### src/rtl/dii_package.sv
// DII flit type shared by every block that drives or consumes the debug interconnect.
package dii_package;

  typedef struct packed {
    logic        valid;
    logic        last;
    logic [15:0] data;
  } dii_flit;

endpackage

### src/rtl/osd_pkt_package.sv
// Constants and FSM state type for the OSD event packetizer.
package osd_pkt_package;

  localparam logic [1:0] TYPE_EVENT        = 2'b10;
  localparam logic [3:0] TYPE_SUB_OVERFLOW = 4'h5;

  typedef enum logic [2:0] {
    IDLE,
    DEST,
    SRC,
    HDR,
    PAYLOAD
  } state_t;

endpackage

### src/rtl/osd_event_packetizer.sv
// Captures one debug event and serialises it as a DII packet (DEST, SRC, HDR, payload).
// Define OSD_EVENT_OVERFLOW_EN for lossy capture with a drop counter and overflow packets.
module osd_event_packetizer
  import osd_pkt_package::*;
  import dii_package::*;
#(
  parameter int         MAX_PAYLOAD = 8,
  parameter logic [3:0] TYPE_SUB    = 4'h0,
  localparam int        LW          = $clog2(MAX_PAYLOAD + 1)
) (
  input  logic                       clk,
  input  logic                       rst,
  input  logic [15:0]                id,
  input  logic [15:0]                dest,
  input  logic                       event_valid,
  output logic                       event_ready,
  input  logic [LW-1:0]              event_len,
  input  logic [16*MAX_PAYLOAD-1:0]  event_data,
  output dii_flit                    flit_out,
  input  logic                       flit_out_ready
);

  state_t        state, state_next;
  logic [15:0]   lat_id, lat_dest;
  logic [LW-1:0] lat_len, cnt, len_clamped;
  logic [15:0]   words [MAX_PAYLOAD];
  logic [15:0]   payload_word;
  logic [3:0]    hdr_sub;
  logic          capture, ovf_start, flit_fire, last_payload;

  assign len_clamped  = (event_len > LW'(MAX_PAYLOAD)) ? LW'(MAX_PAYLOAD) : event_len;
  assign flit_fire    = flit_out.valid && flit_out_ready;
  assign last_payload = (cnt == lat_len - LW'(1));

  always_comb begin
    payload_word = '0;
    for (int i = 0; i < MAX_PAYLOAD; i++) begin
      if (cnt == LW'(i)) payload_word = words[i];
    end
  end

`ifdef OSD_EVENT_OVERFLOW_EN
  logic [15:0] drop_cnt;
  logic        ovf_pkt, drop;

  // Pending drops take priority over a new event; the event offered that cycle is itself dropped.
  assign event_ready = 1'b1;
  assign ovf_start   = (state == IDLE) && (drop_cnt != 16'h0);
  assign capture     = (state == IDLE) && !ovf_start && event_valid;
  assign drop        = event_valid && !capture;
  assign hdr_sub     = ovf_pkt ? TYPE_SUB_OVERFLOW : TYPE_SUB;

  always_ff @(posedge clk) begin
    if (rst) begin
      drop_cnt <= '0;
      ovf_pkt  <= 1'b0;
    end else begin
      if (ovf_start)    ovf_pkt <= 1'b1;
      else if (capture) ovf_pkt <= 1'b0;
      if (ovf_pkt && state == PAYLOAD && flit_fire)
        drop_cnt <= {15'b0, drop};
      else if (drop && drop_cnt != 16'hFFFF)
        drop_cnt <= drop_cnt + 16'd1;
    end
  end
`else
  assign event_ready = (state == IDLE);
  assign ovf_start   = 1'b0;
  assign capture     = event_ready && event_valid;
  assign hdr_sub     = TYPE_SUB;
`endif

  always_ff @(posedge clk) begin
    if (rst) begin
      lat_id   <= '0;
      lat_dest <= '0;
      lat_len  <= '0;
      for (int i = 0; i < MAX_PAYLOAD; i++) words[i] <= '0;
    end else if (capture) begin
      lat_id   <= id;
      lat_dest <= dest;
      lat_len  <= len_clamped;
      for (int i = 0; i < MAX_PAYLOAD; i++) words[i] <= event_data[16*i +: 16];
    end
`ifdef OSD_EVENT_OVERFLOW_EN
    else if (ovf_start) begin
      // Overflow packet reuses the payload path with a single word holding the drop count.
      lat_id   <= id;
      lat_dest <= dest;
      lat_len  <= LW'(1);
      words[0] <= drop_cnt;
    end
`endif
  end

  always_ff @(posedge clk) begin
    if (rst)
      cnt <= '0;
    else if (state == PAYLOAD && flit_fire)
      cnt <= last_payload ? '0 : cnt + LW'(1);
  end

  always_ff @(posedge clk) begin
    if (rst) state <= IDLE;
    else     state <= state_next;
  end

  always_comb begin
    state_next = state;
    flit_out   = '0;
    case (state)
      IDLE: begin
        if (capture || ovf_start) state_next = DEST;
      end
      DEST: begin
        flit_out.valid = 1'b1;
        flit_out.data  = lat_dest;
        if (flit_out_ready) state_next = SRC;
      end
      SRC: begin
        flit_out.valid = 1'b1;
        flit_out.data  = lat_id;
        if (flit_out_ready) state_next = HDR;
      end
      HDR: begin
        flit_out.valid = 1'b1;
        flit_out.data  = {TYPE_EVENT, hdr_sub, 10'b0};
        flit_out.last  = (lat_len == '0);
        if (flit_out_ready) state_next = (lat_len == '0) ? IDLE : PAYLOAD;
      end
      PAYLOAD: begin
        flit_out.valid = 1'b1;
        flit_out.data  = payload_word;
        flit_out.last  = last_payload;
        if (flit_out_ready && last_payload) state_next = IDLE;
      end
      default: state_next = IDLE;
    endcase
  end

endmodule

### config.mk
export PLATFORM = sky130hd
export DESIGN_NAME = osd_event_packetizer
export DESIGN_NICKNAME = d
export VERILOG_FILES = /design/src/rtl/dii_package.sv /design/src/rtl/osd_pkt_package.sv /design/src/rtl/osd_event_packetizer.sv
export SDC_FILE = /design/constraint.sdc
export NUM_CORES = 1
export LEC_CHECK = 0
export CAP_MARGIN = 15
export CORE_MARGIN = 2
export CORE_UTILIZATION = 40
export DETAILED_ROUTE_END_ITERATION = 12
export GPL_TIMING_DRIVEN = 0
export HOLD_SLACK_MARGIN = 0.03
export PLACE_DENSITY = 0.67
export SKIP_CTS_REPAIR_TIMING = 1
export SYNTH_ARGS = -nofsm -noshare
export SYNTH_HDL_FRONTEND = slang
export SYNTH_SLANG_ARGS = --single-unit
### constraint.sdc
create_clock -name clk -period 7.2 [get_ports clk]
set_input_delay 1.08 -clock clk [delete_from_list [all_inputs] [get_ports clk]]
set_output_delay 1.08 -clock clk [all_outputs]
set_load 0.02 [all_outputs]
==> results_tabular.tex <==
\begin{tabular}{lr}
\hline
Metric & Value \\
\hline
\multicolumn{2}{l}{\textbf{Synthesis}} \\
\quad Post-Synth XOR/XNOR Area & 0.00912 \\
\quad Synthesized area divided by synthesized cell count & 11.9 um\^{}2 \\
\quad Sequential area share after synthesis & 0.612 \\
\quad Post-Synth Adder-Cell Area & 0.00977 \\
\quad Dominant combinational cell family by area after synthesis & compound AO/OA/AOI/OAI gates \\
\quad Number of library cell types mapped by synthesis & 39 \\
\quad Yosys synthesis warning count & 0 \\
\quad Simple-gate share of the synthesized area & 0.154 \\
\quad Number of standard cells after synthesis & 643 \\
\quad Netlist Area Pre-Place & 7680 um\^{}2 \\
\quad Post-Synthesis Net Count & 817 \\
\quad Area fraction in compound gates after synthesis & 0.182 \\
\quad Share of synthesized area spent on multiplexers & 0 \\
\quad Flip-flop and latch count after synthesis & 171 \\
\multicolumn{2}{l}{\textbf{Worst setup path}} \\
\quad Nature of the critical path startpoint & register \\
\quad Startpoint-to-endpoint class of the critical path & reg2out \\
\quad Critical-path cell list & inv\_1 -> ha\_1 -> buf\_2 -> inv\_1 -> clkbuf\_1 -> o21ai\_0 -> a21oi\_1 -> a211oi\_1 -> o32ai\_1 -> clkdlybuf4s50\_1 \\
\quad Number of buffer and inverter instances along the worst setup path & 5 \\
\quad Sort of element at the end of the critical path & output port \\
\quad Critical-path cell with the highest stage delay & sky130\_fd\_sc\_hd\_\_clkdlybuf4s50\_1 \\
\quad Data arrival time at the worst-slack endpoint & 3540 ps \\
\quad Most common cell type on the critical path & sky130\_fd\_sc\_hd\_\_inv\_1 \\
\quad Max Fanout on Critical Path & 10 \\
\quad Maximum single-stage delay on the critical path & 690 ps \\
\quad Critical path data required time & 6120 ps \\
\quad Family with the most delay on the worst path & buffers and inverters \\
\quad Worst-case register-to-register setup slack & 4540 ps \\
\multicolumn{2}{l}{\textbf{Timing}} \\
\quad Final worst path period need & 4620 ps \\
\quad Max-slew violation count & 0 \\
\quad Setup repair after global routing missed its margin & no \\
\quad Setup violators final & 0 \\
\quad Final worst-path cycle share & 0.641 \\
\quad Count of final hold-check violations & 0 \\
\quad Maximum achievable frequency & 0.217 GHz \\
\quad Setup tns final & 0 ps \\
\quad Skew final & 14.0 ps \\
\quad Least-Margin Pin Slew & 789 ps \\
\quad Relative slew margins & 0.474 \\
\quad Final worst hold slack & 484 ps \\
\multicolumn{2}{l}{\textbf{Cells and area}} \\
\quad Diode count & 0 \\
\quad Count of non-filler cells in the finished layout & 1,096 \\
\quad Share of final-layout standard cells stronger than drive strength 1 & 0.0638 \\
\quad Area taken by flip-flops and latches & 4700 um\^{}2 \\
\quad Area growth syn-to-layout & 35.8\% \\
\quad Filler instances & 1,588 \\
\quad Number of nets in the layout & 1,023 \\
\quad Area of the multi-input gates & 2730 um\^{}2 \\
\multicolumn{2}{l}{\textbf{Global route}} \\
\quad Tot GR Track Use & 0.219 \\
\quad Leftover overflow at the end of global routing & 0 \\
\quad First-pass GRT wire length & 33.1 mm \\
\quad Initial antenna violation count & 0 \\
\quad Number of global-route vias before repair & 6,173 \\
\quad Largest net degree at the start of global routing & 66 \\
\multicolumn{2}{l}{\textbf{Placement}} \\
\quad Final RePlAce weighted congestion & 0.872 \\
\quad Estimated wirelength of the detail-placed design & 17.1 mm \\
\quad Port-buffer cells & 186 \\
\quad \# placed instances & 1,064 \\
\multicolumn{2}{l}{\textbf{Clocking}} \\
\quad H-tree levels & 4 \\
\quad Clock sink count & 171 \\
\quad Worst-case clock buffer depth & 2 \\
\quad Clock tree from TritonCTS & built \\
\quad Clock slew at reported path FFs & 60 ps \\
\quad Clock root buffer & sky130\_fd\_sc\_hd\_\_clkbuf\_16 \\
\quad Number of buffers inserted during clock tree synthesis & 17 \\
\quad Insertion delay to the later sink of the worst-skew pair & 430 ps \\
\multicolumn{2}{l}{\textbf{Floorplanning}} \\
\quad Std-Cell Core Area & 18,800 um\^{}2 \\
\quad Initial standard-cell utilization of the core & 0.409 \\
\quad Height of the die & 143 um \\
\quad Floorplan die area & 20,300 um\^{}2 \\
\quad I/O pin total & 187 \\
\quad Row cnt & 50 \\
\quad Die Span X & 143 um \\
\multicolumn{2}{l}{\textbf{Routing}} \\
\quad Number of routed nets with antenna violations & 0 \\
\quad Routed length per instance & 20.4 um \\
\quad Via count & 6,081 \\
\quad Number of DRC markers after the initial detailed-route iteration & 607 \\
\quad \# DRC & 0 \\
\quad TritonRoute pass-1 iters & 5 \\
\quad Via-per-instance ratio & 5.55 \\
\quad Overall routed net length & 22.3 mm \\
\multicolumn{2}{l}{\textbf{Job}} \\
\quad \# Max-Cap Violations & 0 \\
\multicolumn{2}{l}{\textbf{Power}} \\
\quad Final Power & 2350 uW \\
\quad Power per cell area & 225 nW/um\^{}2 \\
\quad Leakage & 0.00377 uW \\
\quad VDD IR max & 167 uV \\
\multicolumn{2}{l}{\textbf{Status}} \\
\quad Run status & finished clean \\
\multicolumn{2}{l}{\textbf{Hold path}} \\
\quad Hold/Removal Path Class & reg2reg \\
\hline
\end{tabular}
cell type report:
class	instances	share of cell area
Buffer	54	0.0215
Clock buffer	20	0.0458
Clock inverter	12	0.00828
Inverter	7	0.00276
Multi-Input combinational cell	411	0.261
Sequential cell	171	0.451
Tap cell	234	0.0281
Timing Repair Buffer	187	0.181
synth_stat cells, drive strengths merged:
library cell / n / area share
edfxtp: 128 / 0.50
and2: 96 / 0.078
xor2: 3 / 0.0034
or3: 1 / 0.00081
a22o: 36 / 0.041
dfxtp: 43 / 0.11
a21o: 2 / 0.0023
o32ai: 15 / 0.017
a21oi: 28 / 0.018
a22oi: 31 / 0.030
a211oi: 30 / 0.029
o21ai: 18 / 0.012
nor2: 34 / 0.018
nor3b: 1 / 0.0016
clkbuf: 39 / 0.019
inv: 7 / 0.0034
ha: 6 / 0.0098
and3: 2 / 0.0016
o21a: 2 / 0.0020
nor4: 3 / 0.0024
xnor2: 5 / 0.0057
nor2b: 36 / 0.029
a32oi: 1 / 0.0011
nand3b: 4 / 0.0039
o22ai: 16 / 0.013
nand2: 11 / 0.0054
a221oi: 13 / 0.015
nand3: 5 / 0.0033
nor3: 8 / 0.0073
o31ai: 1 / 0.00098
nand2b: 3 / 0.0024
buf: 15 / 0.0099
path summary, 6_finish.rpt:
kind                     start            to  cells after the start
setup / recovery        cnt[0]   flit_out[5]                     10
hold / removal    lat_dest[11]  lat_dest[11]                      1
setup reg to reg      state[0]  words[1][41]                      8
hold reg to reg   lat_dest[11]  lat_dest[11]                      1
power breakdown:
group          internal, uW  leakage (uW)  switching [uW]
Sequential             1160       0.00173            35.0
Clock                   482      0.000284             389
Combinational           150       0.00175             135
Total                  1790       0.00377             559
placed cells by master, fill, tap and decap left out, types with 7 or more instances in the layout:
cell,n
sky130_fd_sc_hd__clkbuf_16,18
sky130_fd_sc_hd__a22o_1,36
sky130_fd_sc_hd__edfxtp_1,128
sky130_fd_sc_hd__o22ai_1,16
sky130_fd_sc_hd__dfxtp_1,43
sky130_fd_sc_hd__nor2_1,32
sky130_fd_sc_hd__a22oi_1,31
sky130_fd_sc_hd__clkbuf_1,38
sky130_fd_sc_hd__o32ai_1,15
sky130_fd_sc_hd__and2_1,96
sky130_fd_sc_hd__nor2b_1,36
sky130_fd_sc_hd__a221oi_1,13
sky130_fd_sc_hd__nand2_1,11
sky130_fd_sc_hd__o21ai_0,18
sky130_fd_sc_hd__a21oi_1,28
sky130_fd_sc_hd__a211oi_1,30
sky130_fd_sc_hd__clkdlybuf4s50_1,186
sky130_fd_sc_hd__inv_1,7
sky130_fd_sc_hd__buf_2,13
registers in the layout, summed over array words and instances (netlist names):
register  count
lat_id       16
lat_dest     16
cnt           4
words       128
state         3
lat_len       4
metrics by stage:
step	utilization	instance area, um^2	setup WS, ps
finish	0.556	10400	2580
global route	0.556	10400	2410
CTS	0.556	10400	2630
detailed placement	0.526	9870	3080
global placement	0.524	9840	1280
floorplan	-	7680	2700
kinds of logic (layout without fill, tap and decap cells):
logic type / Yosys count / after routing
AO/OA/AOI/OAI: 193 / 193
XOR/XNOR: 8 / 8
buffers and inverters: 61 / 280
adder cells (fa/ha/maj): 6 / 6
flip-flops: 171 / 171
AND/OR/NAND/NOR: 204 / 204
metal layers:
metal	global-route usage	vias up	part of all wire
met3	0.0451	53	0.064
li1	-	2831	-
met4	0.103	0	0.038
met5	0	-	0
met2	0.357	253	0.48
met1	0.282	2944	0.41
(Power assumes the default switching activity.)
